<file path="src/rtl/serial_rx_pkg.sv">
// Shared types and default sizing for the serial byte receiver.
package serial_rx_pkg;

  typedef enum logic [1:0] {
    ST_IDLE  = 2'd0,
    ST_SHIFT = 2'd1,
    ST_HOLD  = 2'd2
  } state_e;

  localparam int DEF_WIDTH   = 8;
  localparam int DEF_TIMEOUT = 16;

endpackage

</file>
<file path="src/rtl/serial_byte_receiver_if.sv">
// Serial input stream plus word-output handshake of the serial byte receiver.
interface serial_byte_receiver_if
  import serial_rx_pkg::*;
#(
  parameter int WIDTH = DEF_WIDTH
);
  logic             sin_valid;
  logic             sin_data;
  logic             sin_first;
  logic             sin_ready;
  logic             out_valid;
  logic             out_ready;
  logic [WIDTH-1:0] out_data;
  logic [WIDTH-1:0] out_rev;
  logic             frame_err;

  modport master (
    output sin_valid, sin_data, sin_first, out_ready,
    input  sin_ready, out_valid, out_data, out_rev, frame_err
  );

  modport slave (
    input  sin_valid, sin_data, sin_first, out_ready,
    output sin_ready, out_valid, out_data, out_rev, frame_err
  );
endinterface

</file>
<file path="src/rtl/bit_reverser.sv">
// Combinational bit reversal: out[WIDTH-1-i] = in[i]. Zero latency, no flow control.
module bit_reverser #(
  parameter int WIDTH = 8
) (
  input  logic [WIDTH-1:0] in,
  output logic [WIDTH-1:0] out
);
  always_comb begin
    out = '0;
    for (int i = 0; i < WIDTH; i++) begin
      out[WIDTH-1-i] = in[i];
    end
  end
endmodule

</file>
<file path="src/rtl/serial_byte_receiver.sv">
// LSB-first serial-to-word assembler with one-word output buffer; word valid the cycle after its last bit.
// sin_ready drops only while a completed word waits behind a full buffer (HOLD).
module serial_byte_receiver
  import serial_rx_pkg::*;
#(
  parameter int WIDTH   = DEF_WIDTH,
  parameter int TIMEOUT = DEF_TIMEOUT
) (
  input logic                   clk,
  input logic                   rst_n,
  serial_byte_receiver_if.slave bus
);
  localparam int CNT_W  = $clog2(WIDTH);
  localparam int IDLE_W = $clog2(TIMEOUT + 1);

  state_e             state_q, state_d;
  logic [CNT_W-1:0]   cnt_q, cnt_d;
  logic [IDLE_W-1:0]  idle_q, idle_d;
  logic [WIDTH-1:0]   shift_q, shift_d;
  logic               out_vld_q, out_vld_d;
  logic [WIDTH-1:0]   out_dat_q, out_dat_d;
  logic               err_q, err_d;
  logic [WIDTH-1:0]   word;
  logic               accept;
  logic               drain;

  assign bus.sin_ready = (state_q != ST_HOLD);
  assign accept        = bus.sin_valid && bus.sin_ready;
  assign drain         = out_vld_q && bus.out_ready;

  always_comb begin
    state_d   = state_q;
    cnt_d     = cnt_q;
    idle_d    = idle_q;
    shift_d   = shift_q;
    out_vld_d = out_vld_q;
    out_dat_d = out_dat_q;
    err_d     = 1'b0;
    word          = shift_q;
    word[cnt_q]   = bus.sin_data;

    if (drain) begin
      out_vld_d = 1'b0;
    end

    case (state_q)
      ST_IDLE: begin
        if (accept && bus.sin_first) begin
          shift_d = {{(WIDTH-1){1'b0}}, bus.sin_data};
          cnt_d   = CNT_W'(1);
          idle_d  = '0;
          state_d = ST_SHIFT;
        end
      end
      ST_SHIFT: begin
        if (accept) begin
          idle_d = '0;
          if (bus.sin_first) begin
            err_d   = 1'b1;
            shift_d = {{(WIDTH-1){1'b0}}, bus.sin_data};
            cnt_d   = CNT_W'(1);
          end else if (cnt_q == CNT_W'(WIDTH - 1)) begin
            shift_d = word;
            cnt_d   = '0;
            // A buffer draining on this same edge counts as empty.
            if (!out_vld_q || drain) begin
              out_vld_d = 1'b1;
              out_dat_d = word;
              state_d   = ST_IDLE;
            end else begin
              state_d = ST_HOLD;
            end
          end else begin
            shift_d = word;
            cnt_d   = cnt_q + CNT_W'(1);
          end
        end else if (idle_q == IDLE_W'(TIMEOUT - 1)) begin
          err_d   = 1'b1;
          idle_d  = '0;
          cnt_d   = '0;
          state_d = ST_IDLE;
        end else begin
          idle_d = idle_q + IDLE_W'(1);
        end
      end
      ST_HOLD: begin
        if (drain) begin
          out_vld_d = 1'b1;
          out_dat_d = shift_q;
          state_d   = ST_IDLE;
        end
      end
      default: state_d = ST_IDLE;
    endcase
  end

  always_ff @(posedge clk or negedge rst_n) begin
    if (!rst_n) begin
      state_q   <= ST_IDLE;
      cnt_q     <= '0;
      idle_q    <= '0;
      shift_q   <= '0;
      out_vld_q <= 1'b0;
      out_dat_q <= '0;
      err_q     <= 1'b0;
    end else begin
      state_q   <= state_d;
      cnt_q     <= cnt_d;
      idle_q    <= idle_d;
      shift_q   <= shift_d;
      out_vld_q <= out_vld_d;
      out_dat_q <= out_dat_d;
      err_q     <= err_d;
    end
  end

  assign bus.out_valid = out_vld_q;
  assign bus.out_data  = out_dat_q;
  assign bus.frame_err = err_q;

  bit_reverser #(.WIDTH(WIDTH)) u_rev (
    .in  (out_dat_q),
    .out (bus.out_rev)
  );
endmodule

</file>
<file path="src/flat_wrapper.sv">
// flat-port wrapper written by rule: the top's interface ports become plain ports
module serial_byte_receiver_flat import serial_rx_pkg::*;
#(
  parameter int WIDTH   = DEF_WIDTH,
  parameter int TIMEOUT = DEF_TIMEOUT
)
  (clk, rst_n, bus_sin_valid, bus_sin_data, bus_sin_first, bus_out_ready, bus_sin_ready, bus_out_valid, bus_out_data, bus_out_rev, bus_frame_err);
  serial_byte_receiver_if #(.WIDTH(WIDTH)) bus_i ();
  input logic clk;
  input logic rst_n;
  input wire logic [$bits(bus_i.sin_valid)-1:0] bus_sin_valid;
  input wire logic [$bits(bus_i.sin_data)-1:0] bus_sin_data;
  input wire logic [$bits(bus_i.sin_first)-1:0] bus_sin_first;
  input wire logic [$bits(bus_i.out_ready)-1:0] bus_out_ready;
  output wire logic [$bits(bus_i.sin_ready)-1:0] bus_sin_ready;
  output wire logic [$bits(bus_i.out_valid)-1:0] bus_out_valid;
  output wire logic [$bits(bus_i.out_data)-1:0] bus_out_data;
  output wire logic [$bits(bus_i.out_rev)-1:0] bus_out_rev;
  output wire logic [$bits(bus_i.frame_err)-1:0] bus_frame_err;
  assign bus_i.sin_valid = bus_sin_valid;
  assign bus_i.sin_data = bus_sin_data;
  assign bus_i.sin_first = bus_sin_first;
  assign bus_i.out_ready = bus_out_ready;
  assign bus_sin_ready = bus_i.sin_ready;
  assign bus_out_valid = bus_i.out_valid;
  assign bus_out_data = bus_i.out_data;
  assign bus_out_rev = bus_i.out_rev;
  assign bus_frame_err = bus_i.frame_err;
  serial_byte_receiver #(.WIDTH(WIDTH), .TIMEOUT(TIMEOUT)) u_core (.clk(clk), .rst_n(rst_n), .bus(bus_i));
endmodule
</file>
<file path="config.mk">
export PLATFORM = sky130hd
export DESIGN_NAME = serial_byte_receiver_flat
export DESIGN_NICKNAME = d
export VERILOG_FILES = /design/src/rtl/serial_rx_pkg.sv /design/src/rtl/serial_byte_receiver_if.sv /design/src/rtl/bit_reverser.sv /design/src/rtl/serial_byte_receiver.sv /design/src/flat_wrapper.sv
export SDC_FILE = /design/constraint.sdc
export NUM_CORES = 1
export LEC_CHECK = 0
export BUFFER_PORTS_ARGS = -buffer_cell sky130_fd_sc_hd__buf_2
export CORE_MARGIN = 3
export CORE_UTILIZATION = 45
export CTS_BUF_LIST = sky130_fd_sc_hd__clkbuf_8
export DETAILED_ROUTE_END_ITERATION = 7
export PLACE_DENSITY_LB_ADDON = 0.1
export REMOVE_ABC_BUFFERS = 1
export SETUP_SLACK_MARGIN = 0.1
export SLEW_MARGIN = 20
export SYNTH_ARGS = -nofsm -noshare
export SYNTH_HDL_FRONTEND = slang
export SYNTH_HIERARCHICAL = 1
export SYNTH_SLANG_ARGS = --single-unit
</file>
<file path="constraint.sdc">
create_clock -name clk -period 2.2 [get_ports clk]
set_input_delay 0.44 -clock clk [delete_from_list [all_inputs] [get_ports clk]]
set_output_delay 0.44 -clock clk [all_outputs]
set_load 0.05 [all_outputs]
</file>
==> reports/qor.txt, run 1 <==
status: finished clean
fmax: 504 MHz
largest net degree at the start of global routing: 29
Post-Synthesis Cells: 176
HPWL Detailed: 2730 um
via count: 1,346
CTS buffer count: 3
Hold Path Class: primary input to asynchronous set/reset pin
TritonCTS clock tree: yes
Synth Register Bits: 28
Seq/Total Area, Yosys: 0.390
core area: 3740 um2
n_diodes: 0
Max stage delay on crit path: 0.39 ns
Critical Path Source Type: flip-flop
Rows: 22
mean area per synthesized cell: 10.2 um2
Slew HR: 0.588
dpl cells: 235
fin util: 0.526
post-DR vias/cell: 5.59
Die W: 69.2 um
initial DRC count: 80
Residual DRC: 0
Critical-path top delay cell: dfrtp_1
Nets: 208
total track usage: 0.166
clk root buf: clkbuf_8
share of cells above drive strength 1: 0.337
Crit Path Class: flip-flop to flip-flop
Max Cap Viol: 0
pwr dens: 849 nW/um2
I/O pin total: 25
Synth warnings: 6
initial antenna violation count: 0
number of global-route vias before repair: 1,444
first-pass GRT wire length: 6670 um
die area: 4790 um2
CP required: 2.37 ns
Buffers on Ports: 24
Routed Antenna Nets: 0
CP Max Fanout: 8
Worst-path clk slew: 0.10 ns
GR Overflow Total: 0
Clock H-tree levels: 1
1st-pass router iterations: 4
Worst Tran Pin Value: 0.618 ns
critical path endpoint category: flip-flop
Syn Std Cell Area: 1800 um2
Setup Skew: 0.00130 ns
Clock Tree Buf Depth: 2
period utilization: 0.902
WL per Instance: 15.5 um
Distinct cells, synth: 40
Design Area, Final: 1970 um2
final setup vio count: 0
Placer Congestion: 0.782
final hold violation count: 0
DP Area: 1880 um2
final slew viol count: 0
Fin Setup TNS: 0 ns
cell chain of the critical path: inv_1, ha_1, and2b_4, nand3_4, a21oi_4, buf_4, mux2_2
initial core utilization: 0.480
final WL: 3730 um
Die Ht: 69.2 um
CP arrival: 2.15 ns
Num Clock Sinks: 28
Max IR drop VDD: 0.321 mV
fin crit period: 1.98 ns
RSZ-0062 raised after global routing: no
clock latency on the worst-skew pair: 0.27 ns
Post-Layout Cell Count: 241
Layout area overhead: 9.54%
Pleak: 0.965 nW
==> layout make-up <==
cell class	count	area, um2
clock buffers	4	55.1
fillers	367	1780
inverters	7	26.3
multi-input cells	124	948
flip-flops and latches	28	701
well taps	48	60.1
repair buffers	30	178
==> power breakdown <==
| part | internal (mW) | total, mW | leakage (nW) | switching (mW) |
|---|---|---|---|---|
| Clock | 0.160 | 0.322 | 0.0288 | 0.162 |
| Sequential | 0.581 | 0.630 | 0.381 | 0.0490 |
| Combinational | 0.288 | 0.720 | 0.555 | 0.432 |
==> critical path, delay by kind of cell, from the launching register on <==
family | cells | cell delay, ns
buffers and inverters | 2 | 0.25
adder cells (fa/ha/maj) | 1 | 0.30
multiplexers | 1 | 0.33
AND/OR/NAND/NOR | 2 | 0.43
AO/OA/AOI/OAI | 1 | 0.19
flip-flops | 1 | 0.39
==> logic make-up (layout without fill, tap and decap cells) <==
family,Yosys count,count (layout),synth area share
simple gates,52,52,0.172
buf+inv,24,41,0.0836
fa+ha+maj,8,8,0.0557
flops,28,28,0.390
compound gates,42,42,0.159
mux,22,22,0.139
==> state kept, by name (all words and copies together), names as in the netlist <==
| register | flops |
|---|---|
| u_core/idle_q | 5 |
| u_core/state_q | 2 |
| u_core/bus.out_data | 8 |
| u_core/cnt_q | 3 |
| u_core/bus.frame_err | 1 |
| u_core/bus.out_valid | 1 |
| u_core/shift_q | 8 |
==> timing repair <==
| action | 4_1_cts | 5_1_grt |
|---|---|---|
| setup endpoints to repair | 7 | 9 |
| gates resized for setup | 0 | 2 |
| hold buffers | 0 | 0 |
| pin swaps | 1 | 0 |
| gates cloned | 0 | 0 |
| setup buffers | 2 | 0 |
==> cell usage in the layout (no fill, tap or decap), types with 2 or more instances in the layout <==
master,instances
inv_1,7
buf_2,24
mux2_2,20
buf_4,5
clkbuf_8,4
nand2_1,12
dfrtp_1,28
ha_1,8
a21oi_4,2
a22o_1,2
nor4_1,2
a21oi_1,6
and3_1,2
nand2b_1,8
nand4_1,2
o21ai_0,17
a32o_1,2
nor2b_1,2
nand3_1,3
nor3_1,6
and2b_4,2
nor2_1,8
a31oi_1,2
a21o_1,4
==> synth_stat cells (all sizes together) <==
cell	count	area, um2
a21o	4	30.0
nand3	4	32.5
nand4	2	12.5
a41oi	1	8.76
nor4b	1	15.0
o31ai	1	7.51
mux2	21	240
nor2b	2	12.5
nor3	7	46.3
o21a	1	7.51
dfrtp	28	701
buf	15	116
nor4	2	12.5
a32oi	1	8.76
inv	7	26.3
ha	8	100
a32o	2	20.0
a22o	2	17.5
mux2i	1	10.0
a21oi	8	62.6
nand2	12	45.0
nor2	8	30.0
clkbuf	2	7.51
a211oi	1	12.5
a31oi	2	12.5
nand2b	9	63.8
and2b	2	17.5
and3	2	12.5
o21ai	19	98.8
nand4b	1	8.76
==> per-layer routing <==
layer,part of all wire,up-vias,track usage
li1,-,658,-
met5,0,-,0
met1,0.45,665,0.211
met4,0.0064,0,0.0521
met2,0.52,21,0.292
met3,0.029,2,0.0217
==> final timing paths <==
path	startpoint	to	slack (ns)	cells after the start
min in group clk	u_core/shift_q[6]	u_core/shift_q[6]	0.50	1
worst max register to register	u_core/state_q[0]	u_core/bus.out_data[7]	0.22	7
worst min-delay path	rst_n	u_core/cnt_q[2]	0.17	1
worst min register to register	u_core/shift_q[6]	u_core/shift_q[6]	0.50	1
max in group asynchronous	rst_n	u_core/state_q[0]	1.63	1
worst max-delay path	u_core/state_q[0]	u_core/bus.out_data[7]	0.22	7
==> through the flow <==
step	worst slack, ns	power, mW	hold WS (ns)
floorplan	0.342	1.16	0.144
CTS	0.137	1.68	0.200
detailed placement	0.0952	1.35	0.485
finish	0.216	1.67	0.169
global route	0.107	1.80	0.208
global placement	0.224	1.34	0.480
No activity file was read; power rests on OpenSTA's default activity.
==> run 2: changes to the inputs <==
--- a/config.mk
+++ b/config.mk
@@ -7,7 +7,7 @@
 export LEC_CHECK = 0
 export BUFFER_PORTS_ARGS = -buffer_cell sky130_fd_sc_hd__buf_2
 export CORE_MARGIN = 3
-export CORE_UTILIZATION = 45
+export CORE_UTILIZATION = 30
 export CTS_BUF_LIST = sky130_fd_sc_hd__clkbuf_8
 export DETAILED_ROUTE_END_ITERATION = 7
 export PLACE_DENSITY_LB_ADDON = 0.1
==> reports/qor.txt, run 2 (synthesis gave the netlist of run 1 again) <==
Residual DRC: 0 (unchanged)
HPWL Detailed: 2870 um (+5.4%)
CTS buffer count: 3 (unchanged)
Max Cap Viol: 0 (unchanged)
period utilization: 0.886 (-0.0159)
I/O pin total: 25 (unchanged)
CP bufs+invs: 2 (unchanged)
Crit Path Class: flip-flop to flip-flop
CP Max Fanout: 6 (-2)
area of the multi-input gates: 946 um2 (-0.26%)
Nets: 209 (+0.48%)
M1 GR Usage: 0.162 (-0.0490)
total track usage: 0.118 (-0.0479)
global-route track usage on met3: 0.0198 (-0.00190)
WL per Instance: 14.6 um (-6.0%)
post-DR vias/cell: 5.05 (-9.6%)
Clock Tree Buf Depth: 2 (unchanged)
Buffers on Ports: 24 (unchanged)
final hold violation count: 0 (unchanged)
Worst Tran Pin Value: 0.646 ns (+0.0275 ns)
final WL: 3860 um (+3.3%)
CP arrival: 2.11 ns (-0.04 ns)
Clock H-tree levels: 1 (unchanged)
fin crit period: 1.95 ns (-0.0349 ns)
clk root buf: clkbuf_8
Critical-path top delay cell: dfrtp_1
Fin Setup TNS: 0 ns (unchanged)
Pleak: 0.961 nW (-0.39%)
Slew HR: 0.569 (-0.0183)
initial DRC count: 78 (-2.5%)
first-pass GRT wire length: 6890 um (+3.3%)
cts repair resizes: 0 (unchanged)
commonest non-fill, non-tap cell in the layout: dfrtp_1
cell chain of the critical path: inv_1, ha_1, buf_4, nand2b_1, nor3_1, mux2_2, mux2_2
pwr dens: 827 nW/um2 (-2.6%)
Worst-path clk slew: 0.10 ns (about the same)
CTS Hold Buffers Added: 0 (unchanged)
clock latency on the worst-skew pair: 0.28 ns (about the same)
gr busiest metal: met2
via count: 1,338 (-0.59%)
RSZ-0062 raised after global routing: no
initial core utilization: 0.318 (-0.161)
Rows: 27 (+23%)
most frequent cells in the layout: dfrtp_1, buf_2, mux2_2
final setup vio count: 0 (unchanged)
largest net degree at the start of global routing: 29 (unchanged)
Placer Congestion: 0.795 (+1.7%)
reg-to-reg slack, setup: 0.25 ns (+0.03 ns)
fin util: 0.353 (-0.173)
critical path's top delay family: multiplexers
die area: 6950 um2 (+45%)
Max stage delay on crit path: 0.39 ns (about the same)
Critical Path Source Type: flip-flop
share of cells above drive strength 1: 0.332 (-0.00518)
Setup Skew: 0.00915 ns (+0.00785 ns)
most used cell, CP: mux2_2
met2 Use GR: 0.193 (-0.0992)
status: finished clean
CP required: 2.36 ns (about the same)
final slew viol count: 0 (unchanged)
Num Clock Sinks: 28 (unchanged)
Layout area overhead: 10.7%
fillers: 580 (+58%)
initial antenna violation count: 0 (unchanged)
critical path endpoint category: flip-flop
Die W: 83.4 um (+21%)
DP Area: 1930 um2 (+2.4%)
Sequential Area: 701 um2 (unchanged)
worst hold margin: 0.176 ns (+0.00635 ns)
1st-pass router iterations: 4 (unchanged)
Die Ht: 83.4 um (+21%)
n_diodes: 0 (unchanged)
GR Overflow Total: 0 (unchanged)
Routed Antenna Nets: 0 (unchanged)
core area: 5640 um2 (+51%)
Hold Path Class: primary input to asynchronous set/reset pin
Max IR drop VDD: 0.283 mV (-12%)
TritonCTS clock tree: yes
number of global-route vias before repair: 1,391 (-3.7%)
fmax: 513 MHz (+1.8%)
Design Area, Final: 1990 um2 (+1.1%)
## run 2: cell count changes in the layout (fill, tap and decap cells not counted), sizes merged
cell,delta
buf,+1
clkbuf,-1
## run 2: timing repair
item,CTS,global route
endpoints found under the hold margin,0,0
endpoints found under the setup margin,0,8
setup buffers,0,1
## run 2: layout make-up
cell class                      count  area share
Clock buffer                        3      0.0208
Inverter                            7      0.0132
Multi-Input combinational cell    124       0.475
Sequential cell                    28       0.352
Tap cell                           72      0.0453
Timing Repair Buffer               31      0.0931
## run 2: path summary, 6_finish.rpt
check                                  start                      to  cells past startpoint
max                        u_core/state_q[0]  u_core/bus.out_data[1]                      7
min                                    rst_n        u_core/idle_q[2]                      1
max reg2reg                u_core/state_q[0]  u_core/bus.out_data[1]                      7
min reg2reg                u_core/shift_q[6]       u_core/shift_q[6]                      1
max in group asynchronous              rst_n       u_core/shift_q[0]                      1
min in group clk           u_core/shift_q[6]       u_core/shift_q[6]                      1
## run 2: layer usage
metal	up-vias	part of all wire
met4	0	0.0065
li1	655	-
met3	2	0.029
met5	-	0
met2	19	0.47
met1	662	0.49
## run 2: power breakdown
part | total (mW) | internal, mW | switching, mW
Sequential | 0.649 | 0.581 | 0.0687
Combinational | 0.710 | 0.293 | 0.417
Clock | 0.286 | 0.123 | 0.163
Total | 1.65 | 0.997 | 0.648
## run 2: stage by stage
step / power [mW] / worst slack (ns) / std cells
CTS: 1.67 / 0.184 / 264
floorplan: 1.16 / 0.342 / 159
global placement: 1.36 / 0.288 / 261
detailed placement: 1.38 / 0.205 / 261
finish: 1.65 / 0.251 / 265
global route: 1.79 / 0.107 / 265
==> run 3: changes to the inputs <==
--- a/config.mk
+++ b/config.mk
@@ -6,6 +6,8 @@
 export NUM_CORES = 1
 export LEC_CHECK = 0
 export BUFFER_PORTS_ARGS = -buffer_cell sky130_fd_sc_hd__buf_2
+export CELL_PAD_IN_SITES_DETAIL_PLACEMENT = 0
+export CELL_PAD_IN_SITES_GLOBAL_PLACEMENT = 1
 export CORE_MARGIN = 3
 export CORE_UTILIZATION = 30
 export CTS_BUF_LIST = sky130_fd_sc_hd__clkbuf_8
@@ -16,5 +18,4 @@
 export SLEW_MARGIN = 20
 export SYNTH_ARGS = -nofsm -noshare
 export SYNTH_HDL_FRONTEND = slang
-export SYNTH_HIERARCHICAL = 1
 export SYNTH_SLANG_ARGS = --single-unit
==> reports/qor.txt, run 3 <==
Hold Path Class: primary input to asynchronous set/reset pin
Nets: 207 (-0.96%)
Synth Register Bits: 28 (unchanged)
Syn Std Cell Area: 1910 um2 (+6.1%)
post-DR vias/cell: 5.27 (+4.4%)
Rows: 28 (+3.7%)
Pleak: 0.931 nW (-3.1%)
reg2reg start: u_core.state_q[0]
Die Ht: 85.7 um (+2.8%)
Residual DRC: 0 (unchanged)
ys flop type: dfrtp_1
post-CTS setup buffer count: 0 (unchanged)
fin crit period: 1.99 ns (+0.0422 ns)
HPWL Detailed: 3090 um (+7.5%)
Seq/Total Area, Yosys: 0.368 (-0.0223)
total track usage: 0.122 (+0.00388)
cell count of the worst reg-to-reg path: 6 (-1)
Yosys top cell by area: dfrtp_1
Worst-path clk slew: 0.11 ns (about the same)
period utilization: 0.905 (+0.0192)
Distinct cells, synth: 50 (+25%)
CP required: 2.38 ns (+0.02 ns)
initial antenna violation count: 0 (unchanged)
Post-Synthesis Cells: 180 (+2.3%)
Worst Setup SP: u_core.state_q[0]
DP Area: 2030 um2 (+5.1%)
Crit Path Class: flip-flop to flip-flop
I/O pin total: 25 (unchanged)
mean area per synthesized cell: 10.6 um2 (+3.7%)
Num Clock Sinks: 28 (unchanged)
Max Cap Viol: 0 (unchanged)
dpl cells: 265 (+1.5%)
most frequent cells in the layout: dfrtp_1, buf_2, inv_1
Setup Skew: 0.0115 ns (+0.00235 ns)
cts repair resizes: 1 (+1)
Clock H-tree levels: 1 (unchanged)
post-route setup slack: 0.209 ns (-0.0422 ns)
Synth warnings: 0 (-6)
share of cells above drive strength 1: 0.289 (-0.0429)
final slew viol count: 0 (unchanged)
reg-to-reg slack, setup: 0.21 ns (-0.04 ns)
TritonCTS clock tree: yes
top-count cell post-synth: dfrtp_1
clk root buf: clkbuf_8
Fin Setup TNS: 0 ns (unchanged)
initial DRC count: 85 (+9.0%)
Max IR drop VDD: 0.381 mV (+35%)
core area: 6030 um2 (+6.8%)
CTS Hold Buffers Added: 0 (unchanged)
Worst Tran Pin Value: 0.650 ns (+0.00403 ns)
synth top area cells: dfrtp_1, mux2_4, ha_1
WL per Instance: 16.1 um (+11%)
Placer Congestion: 0.752 (-5.4%)
CTS buffer count: 3 (unchanged)
GR Overflow Total: 0 (unchanged)
Design Area, Final: 2100 um2 (+5.6%)
final WL: 4330 um (+12%)
initial core utilization: 0.316 (-0.00224)
Buffers on Ports: 24 (unchanged)
n_diodes: 0 (unchanged)
commonest non-fill, non-tap cell in the layout: dfrtp_1
number of global-route vias before repair: 1,316 (-5.4%)
Slew HR: 0.567 (-0.00269)
RSZ-0062 raised after global routing: no
Post-Layout Cell Count: 269 (+1.5%)
Layout area overhead: 10.2%
critical path endpoint category: flip-flop
Post-synth top cells: dfrtp_1, inv_1, nand3_1
Synth async-reset ratio: 1.00 (unchanged)
pwr dens: 840 nW/um2 (+1.5%)
status: finished clean
fin util: 0.349 (-0.00400)
r2r endpoint: u_core.bus.out_data[6]
final hold violation count: 0 (unchanged)
final setup vio count: 0 (unchanged)
die area: 7340 um2 (+5.6%)
number of synthesized flops with an enable pin: 0 (unchanged)
1st-pass router iterations: 4 (unchanged)
pre-CTS setup slack: 0.0000808 ns (-0.205 ns)
Clock Tree Buf Depth: 2 (unchanged)
CP Capture Point: u_core.bus.out_data[6]
Die W: 85.7 um (+2.8%)
first-pass GRT wire length: 7280 um (+5.7%)
CP Max Fanout: 19 (+13)
clock latency on the worst-skew pair: 0.28 ns (about the same)
Critical Path Source Type: flip-flop
fmax: 502 MHz (-2.1%)
via count: 1,418 (+6.0%)
largest net degree at the start of global routing: 29 (unchanged)
CP arrival: 2.17 ns (+0.06 ns)
area share of the largest cell type after synthesis: 0.368 (-0.0223)
Routed Antenna Nets: 0 (unchanged)
-- run 3: changes by cell type after synthesis, sizes merged, moves of 5 or more --
cell	delta
buf	+5
a211oi	+7
nor2	-6
nand3	+6
nand2	-9
nand3b	+6
o21ai	-16
o22ai	+6
a21oi	-8
nor3	-7
-- run 3: worst max-delay path, cell delays in order (launching register included) --
cell,delay [ns]
dfrtp_1,0.42
inv_1,0.10
ha_2,0.40
and2b_4,0.27
a41o_1,0.21
buf_4,0.18
mux2_4,0.31
-- run 3: worst min-delay path by stage --
stage / from / endpoint / cells past startpoint
after detailed placement: u_core.shift_q[0] / u_core.shift_q[0] / 1
after floorplan: rst_n / u_core.bus.frame_err / 0
after global placement: u_core.shift_q[0] / u_core.shift_q[0] / 1
after global routing: rst_n / u_core.bus.out_data[1] / 1
after CTS: rst_n / u_core.bus.out_data[5] / 1
final: rst_n / u_core.cnt_q[1] / 1
-- run 3: where the power goes --
group	leakage, nW	total (mW)	switching [mW]	internal, mW
sequential	0.382	0.659	0.0769	0.583
clock	0.0357	0.423	0.179	0.244
combinational	0.514	0.682	0.374	0.308
-- run 3: cells by family (layout without fill, tap and decap cells) --
logic type | Yosys count | count (layout) | share of synthesized area
adders and majority gates | 6 | 6 | 0.0394
muxes | 19 | 19 | 0.133
and+or+nand+nor | 60 | 60 | 0.224
buffers and inverters | 34 | 48 | 0.106
AOI/OAI and AO/OA | 33 | 33 | 0.130
DFF | 28 | 28 | 0.368
-- run 3: layout make-up --
cell class                      instances  area, um2
Sequential cell                        28        701
Fill cell                             608       3930
Multi-Input combinational cell        118       1010
Clock buffer                            3       41.3
Tap cell                               75       93.8
Inverter                               11       41.3
Clock inverter                          1       30.0
Timing Repair Buffer                   33        188
-- run 3: through the flow --
stage / hold slack (ns) / power [mW]
2_1_floorplan: 0.144 / 1.14
3_3_place_gp: 0.460 / 1.35
3_5_place_dp: 0.471 / 1.35
4_1_cts: 0.207 / 1.78
5_1_grt: 0.227 / 1.90
6_report: 0.169 / 1.76
-- run 3: per-layer routing --
layer  track usage  part of all wire
met5             0                 0
met4        0.0259            0.0058
met3        0.0183             0.026
met2         0.172              0.42
met1         0.195              0.55
